===== config.mk =====
export PLATFORM = sky130hd
export DESIGN_NAME = max7219_chain_driver
export DESIGN_NICKNAME = d
export VERILOG_FILES = /design/src/rtl/max7219_chain_driver.sv
export SDC_FILE = /design/constraint.sdc
export NUM_CORES = 1
export LEC_CHECK = 0
export CORE_MARGIN = 4
export CORE_UTILIZATION = 50
export DETAILED_ROUTE_END_ITERATION = 10
export GPL_TIMING_DRIVEN = 0
export PLACE_DENSITY = 0.77
export SETUP_SLACK_MARGIN = 0.05
export SLEW_MARGIN = 20
export SYNTH_ARGS = -nofsm -noshare
export SYNTH_HDL_FRONTEND = slang
export SYNTH_SLANG_ARGS = --single-unit

===== constraint.sdc =====
create_clock -name i_clk -period 2.6 [get_ports i_clk]
set_input_delay 0.52 -clock i_clk [delete_from_list [all_inputs] [get_ports i_clk]]
set_output_delay 0.52 -clock i_clk [all_outputs]
set_load 0.05 [all_outputs]

===== src/rtl/max7219_chain_driver.sv =====
// MAX7219 cascade driver: power-on init, snapshot refresh, pending queue.
// Ports: i_clk/i_reset_n, i_update_stb+i_digits+i_intensity in;
//        o_serial_dout/clk/load pins, o_busy, o_init_done out.
module max7219_chain_driver #(
  parameter int N_DEVICES = 1,
  parameter int N_DIGITS  = 8,
  parameter int CLK_DIV   = 2
) (
  input  logic                            i_clk,
  input  logic                            i_reset_n,
  input  logic                            i_update_stb,
  input  logic [N_DEVICES*N_DIGITS*8-1:0] i_digits,
  input  logic [3:0]                      i_intensity,
  output logic                            o_serial_dout,
  output logic                            o_serial_clk,
  output logic                            o_serial_load,
  output logic                            o_busy,
  output logic                            o_init_done
);

  localparam int FW = 16 * N_DEVICES;
  localparam int BW = $clog2(FW);
  localparam int DW = (CLK_DIV > 1) ? $clog2(CLK_DIV) : 1;
  localparam int GW = (N_DIGITS > 1) ? $clog2(N_DIGITS) : 1;
  localparam int SW = N_DEVICES * N_DIGITS * 8;

  localparam logic [BW-1:0] BIT_LAST = BW'(FW - 1);
  localparam logic [DW-1:0] DIV_LAST = DW'(CLK_DIV - 1);
  localparam logic [GW-1:0] DIG_LAST = GW'(N_DIGITS - 1);
  localparam logic [7:0]    SCAN     = 8'(N_DIGITS - 1);

  // Snapshot capture is folded into the frame-start edge so frames
  // run back to back; LOAD_SNAP is a reserved encoding, never entered.
  typedef enum logic [2:0] {
    IDLE, INIT, LOAD_SNAP, SHIFT, LATCH, GAP
  } state_t;

  state_t          state;
  logic [FW-1:0]   shreg;
  logic [BW-1:0]   bit_cnt;
  logic [DW-1:0]   div_cnt;
  logic [GW-1:0]   dig;
  logic [2:0]      idx;
  logic            in_init;
  logic            intf;
  logic            pend;
  logic [SW-1:0]   snap;
  logic [3:0]      last_int;

  logic            div_last;
  logic            go;
  logic            start_ref;
  logic            set_done;
  logic            ld_int;
  logic [FW-1:0]   word;
  logic            n_init;
  logic [2:0]      n_idx;
  logic            n_intf;
  logic [GW-1:0]   n_dig;

  // Same 16-bit word to every device in the chain.
  function automatic logic [FW-1:0] bcast(
    input logic [3:0] a,
    input logic [7:0] d
  );
    logic [FW-1:0] w;
    w = '0;
    for (int k = 0; k < N_DEVICES; k++)
      w[k*16 +: 16] = {4'h0, a, d};
    return w;
  endfunction

  // Digit g for every device; device N_DEVICES-1 sits in the top bits
  // so it is shifted out first.
  function automatic logic [FW-1:0] digw(
    input logic [GW-1:0] g,
    input logic [SW-1:0] src
  );
    logic [FW-1:0] w;
    w = '0;
    for (int k = 0; k < N_DEVICES; k++)
      w[k*16 +: 16] = {4'h0, 4'(g) + 4'd1,
                       src[(k*N_DIGITS + int'(g))*8 +: 8]};
    return w;
  endfunction

  function automatic logic [FW-1:0] init_word(
    input logic [2:0] i,
    input logic [3:0] inten
  );
    case (i)
      3'd0:    return bcast(4'hF, 8'h00);
      3'd1:    return bcast(4'h9, 8'h00);
      3'd2:    return bcast(4'hB, SCAN);
      3'd3:    return bcast(4'hA, {4'h0, inten});
      default: return bcast(4'hC, 8'h01);
    endcase
  endfunction

  assign div_last = (div_cnt == DIV_LAST);

  // Frame-boundary sequencer: decides whether a new frame starts
  // this cycle and which word it carries.
  always_comb begin
    go        = 1'b0;
    start_ref = 1'b0;
    set_done  = 1'b0;
    ld_int    = 1'b0;
    word      = '0;
    n_init    = in_init;
    n_idx     = idx;
    n_intf    = intf;
    n_dig     = dig;
    if (state == INIT) begin
      go     = 1'b1;
      word   = init_word(3'd0, i_intensity);
      n_init = 1'b1;
      n_idx  = 3'd0;
      n_intf = 1'b0;
      n_dig  = '0;
    end else if (state == IDLE) begin
      start_ref = i_update_stb;
    end else if (state == GAP && div_last) begin
      if (in_init) begin
        if (idx != 3'd4) begin
          go     = 1'b1;
          n_idx  = idx + 3'd1;
          word   = init_word(idx + 3'd1, i_intensity);
          ld_int = (idx == 3'd2);
        end else begin
          set_done  = 1'b1;
          start_ref = pend | i_update_stb;
        end
      end else if (intf) begin
        go     = 1'b1;
        n_intf = 1'b0;
        n_dig  = '0;
        word   = digw('0, snap);
      end else if (dig != DIG_LAST) begin
        go    = 1'b1;
        n_dig = dig + GW'(1);
        word  = digw(dig + GW'(1), snap);
      end else begin
        start_ref = pend | i_update_stb;
      end
    end
    if (start_ref) begin
      go     = 1'b1;
      n_init = 1'b0;
      n_dig  = '0;
      if (i_intensity != last_int) begin
        n_intf = 1'b1;
        ld_int = 1'b1;
        word   = bcast(4'hA, {4'h0, i_intensity});
      end else begin
        n_intf = 1'b0;
        word   = digw('0, i_digits);
      end
    end
  end

  always_ff @(posedge i_clk or negedge i_reset_n) begin
    if (!i_reset_n) begin
      state         <= INIT;
      shreg         <= '0;
      bit_cnt       <= '0;
      div_cnt       <= '0;
      dig           <= '0;
      idx           <= '0;
      in_init       <= 1'b0;
      intf          <= 1'b0;
      pend          <= 1'b0;
      snap          <= '0;
      last_int      <= '0;
      o_serial_dout <= 1'b0;
      o_serial_clk  <= 1'b0;
      o_serial_load <= 1'b0;
      o_busy        <= 1'b0;
      o_init_done   <= 1'b0;
    end else begin
      if (set_done) o_init_done <= 1'b1;
      if (ld_int)   last_int <= i_intensity;
      if (start_ref) snap <= i_digits;
      if (start_ref)
        pend <= 1'b0;
      else if (i_update_stb && state != IDLE)
        pend <= 1'b1;
      in_init <= n_init;
      idx     <= n_idx;
      intf    <= n_intf;
      dig     <= n_dig;
      if (go) begin
        state         <= SHIFT;
        shreg         <= word;
        o_serial_dout <= word[FW-1];
        o_serial_clk  <= 1'b0;
        o_serial_load <= 1'b0;
        bit_cnt       <= '0;
        div_cnt       <= '0;
        o_busy        <= 1'b1;
      end else begin
        unique case (state)
          IDLE, INIT: begin
          end
          LOAD_SNAP: state <= IDLE;
          SHIFT: begin
            if (!div_last) begin
              div_cnt <= div_cnt + DW'(1);
            end else begin
              div_cnt <= '0;
              if (!o_serial_clk) begin
                o_serial_clk <= 1'b1;
              end else begin
                o_serial_clk <= 1'b0;
                if (bit_cnt == BIT_LAST) begin
                  state         <= LATCH;
                  o_serial_load <= 1'b1;
                  o_serial_dout <= 1'b0;
                end else begin
                  bit_cnt       <= bit_cnt + BW'(1);
                  shreg         <= {shreg[FW-2:0], 1'b0};
                  o_serial_dout <= shreg[FW-2];
                end
              end
            end
          end
          LATCH: begin
            if (!div_last) begin
              div_cnt <= div_cnt + DW'(1);
            end else begin
              div_cnt       <= '0;
              o_serial_load <= 1'b0;
              state         <= GAP;
            end
          end
          GAP: begin
            if (!div_last) begin
              div_cnt <= div_cnt + DW'(1);
            end else begin
              div_cnt <= '0;
              state   <= IDLE;
              o_busy  <= 1'b0;
            end
          end
          default: state <= IDLE;
        endcase
      end
    end
  end

endmodule


==> impl_metrics.json <==
{
  "status": "finished, final reports clean",
  "buffer_ports.inserted": 75,
  "timing.reg2reg.setup_slack_ps": 130,
  "die_area_um2": 12500,
  "grt_pass1_wl_um": 20200,
  "cts.clk_slew.worst_paths_ps": 100,
  "remaining_drc_errors": 0,
  "numClockSinks": 105,
  "clk_latency_ps": 370,
  "synth.yosys.seq_area_share": 0.489,
  "p_int_uw": 3890,
  "grt_use_total": 0.200,
  "worst_slew_pin_slew_ps": 657,
  "h-tree-depth": 3,
  "cts_hold_buf": 0,
  "slew_viol_final": 0,
  "syn2layout_area_growth_pct": 23.2,
  "first_global_vias": 4144,
  "rows": 37,
  "netSwitchingPower_uw": 1920,
  "hold_class": "input pin to asynchronous set/reset pin",
  "io_pins": 76,
  "place_congestion": 0.847,
  "synthTopCellsByArea": "sky130_fd_sc_hd__dfrtp_1, sky130_fd_sc_hd__mux2_2, sky130_fd_sc_hd__mux2i_1",
  "cts_max_path_buffers": 2,
  "die_w_um": 112,
  "place.detailed.hpwl_um": 9240,
  "maxClockFrequency_mhz": 405,
  "crit-reg2reg-capture": "shreg[0]",
  "ys_types": 58,
  "synth_common_cells": "sky130_fd_sc_hd__dfrtp_1, sky130_fd_sc_hd__mux2_2, sky130_fd_sc_hd__nand2_1",
  "placeableCoreArea_um2": 10400,
  "routed_wl_um": 12400,
  "ant_nets": 0,
  "timing.clock.skew_ps": 9.31,
  "grt_antenna_before_repair": 0,
  "max_slew_margin": 0.559,
  "r2r.worst_path.cells": 8,
  "finalSetupViolCount": 0,
  "grt_setup_unrepaired": "true",
  "drv.max_cap_violation_count": 0,
  "comb_power_share": 0.352,
  "leakagePower_uw": 0.00288,
  "asyncSetResetFlopFracSynth": 1.00,
  "global_route.overflow_total": 0,
  "synth_top_area_share": 0.484,
  "vias": 3967,
  "initial_utilization": 0.516,
  "finish.net_count": 623,
  "synth_fp_nets": 531,
  "totalPowerFinal_uw": 5820,
  "ys_dominant_reg_cell": "sky130_fd_sc_hd__dfrtp_1",
  "drt-vias-per-instance": 5.80,
  "chipHeight_um": 112,
  "multi_input_comb_area_um2": 2630,
  "wl_per_cell_um": 18.1,
  "synthDominantAreaCellType": "sky130_fd_sc_hd__dfrtp_1",
  "syn_avg_cell_area_um2": 11.9,
  "layout.area.seq_um2": 2630,
  "synth_enable_flop_cells": 0,
  "clock_power_share": 0.186,
  "yosys.cell_count.top_type": "sky130_fd_sc_hd__dfrtp_1",
  "tritoncts_clock_tree": "yes",
  "worst_slack_placed_ps": -641,
  "clock_root_buffer": "sky130_fd_sc_hd__clkbuf_8",
  "cts_inserted_buffers": 9,
  "p_sw_frac": 0.331,
  "timing.critical_path.from_type": "flip-flop",
  "finalHoldWorstSlack_ps": 6.08,
  "antenna_diodes": 0,
  "timing.final.crit_share": 0.949,
  "grt_max_degree": 77,
  "post-route-min-period_ps": 2470,
  "vdd.ir_drop.worst_v": 0.000549,
  "final-hold-violation-count": 0,
  "fillCellCount": 827,
  "critical_path.reg2reg.startpoint": "dig[0]",
  "data_required_time_at_the_worst_endpoint_ps": 2860,
  "peak_fanout_along_the_critical_path": 3,
  "ys_ff_latch": 105,
  "crit_arrival_ps": 2730,
  "layout_setup_ws_ps": 133,
  "detail_route.first_pass.iterations": 5,
  "syn_area_um2": 5380,
  "share_seq_of_total_power": 0.463,
  "synth_cells": 451,
  "layout-drive-gt1-share": 0.228,
  "worstSetupPathType": "flip-flop to flip-flop",
  "pwr_density_cell_nw_per_um2": 878,
  "detailedRoute.firstIterationViolations": 276,
  "end_kind": "flip-flop",
  "ys_warn_count": 0
}
## final cells by class
class / instances / area share
multi-input combinational: 315 / 0.397
sequential: 105 / 0.397
timing repair buffer: 81 / 0.123
tap: 136 / 0.0257
buffer: 24 / 0.0215
clock buffer: 10 / 0.0208
clock inverter: 6 / 0.0110
inverter: 7 / 0.00397
## layout by cell type (no fill, tap or decap), drive strengths merged, types with 5 or more instances in the layout
master / count
mux4: 12
inv: 10
nor3: 7
ha: 9
clkbuf: 16
nand3: 8
nand2: 44
mux2i: 22
clkdlybuf4s50: 74
mux2: 69
o221ai: 5
a21oi: 25
nor2: 29
dfrtp: 104
buf: 25
o21ai: 13
xor2: 9
o22ai: 5
## worst max-delay path by stage
stage	start	to	slack, ps	cells after the start
after CTS	dig[0]	shreg[0]	70	8
after global routing	dig[0]	shreg[0]	40	8
final	dig[0]	shreg[0]	130	8
after floorplan	dig[0]	shreg[5]	70	9
after global placement	i_reset_n	snap[26]	-2920	1
after detailed placement	dig[0]	shreg[2]	-640	10
## metrics by stage
stage                util  area, µm²  TNS [ps]  std cells
global placement    0.605       6300   -310600        662
floorplan               -       5380         0        451
detailed placement  0.608       6330    -11660        663
finish              0.636       6630         0        684
global route        0.636       6630         0        684
CTS                 0.632       6580         0        682
## kinds of logic (layout without fill, tap and decap cells)
| logic type | count (synthesis) | in the layout | synth area share |
|---|---|---|---|
| simple gates | 113 | 113 | 0.103 |
| buf+inv | 31 | 128 | 0.0270 |
| compound gates | 79 | 79 | 0.102 |
| mux | 103 | 103 | 0.241 |
| xor+xnor | 11 | 11 | 0.0179 |
| flops | 105 | 105 | 0.489 |
| fa+ha+maj | 9 | 9 | 0.0209 |
## sequential cells by signal, indices dropped and copies added (netlist names)
signal	cells
in_init	1
div_cnt	1
o_init_done	1
o_serial_load	1
pend	1
dig	3
bit_cnt	4
snap	64
o_serial_dout	1
o_serial_clk	1
idx	3
state	3
shreg	15
intf	1
o_busy	1
last_int	4
## worst max-delay path, cell delays in order, from the launching register on
cell and delay [ps]:
sky130_fd_sc_hd__dfrtp_1 400, sky130_fd_sc_hd__ha_1 200, sky130_fd_sc_hd__ha_1 280, sky130_fd_sc_hd__buf_6 100, sky130_fd_sc_hd__mux4_2 490, sky130_fd_sc_hd__mux2_2 290, sky130_fd_sc_hd__a221oi_2 250, sky130_fd_sc_hd__nor4_1 70
sky130_fd_sc_hd__a311o_1 280
## layer usage
layer | track usage | vias up | share of wire
li1 | - | 1847 | -
met1 | 0.258 | 1977 | 0.43
met2 | 0.337 | 126 | 0.50
met3 | 0.0473 | 17 | 0.054
met4 | 0.0576 | 0 | 0.014
met5 | 0 | - | 0
## repair_timing
item,in CTS,in global routing
buffers inserted,3,2
hold endpoints to repair,0,0
pin swaps,0,3
endpoints found under the setup margin,13,65
gates resized for setup,8,11
## power groups by stage
stage	Combinational (µW)	Sequential (µW)	Clock, µW
floorplan	1470	2600	0
global placement	1900	2670	0
detailed placement	1990	2710	0
CTS	2000	2670	1100
global route	2220	2760	1160
finish	2040	2690	1080
(Power assumes the default switching activity.)
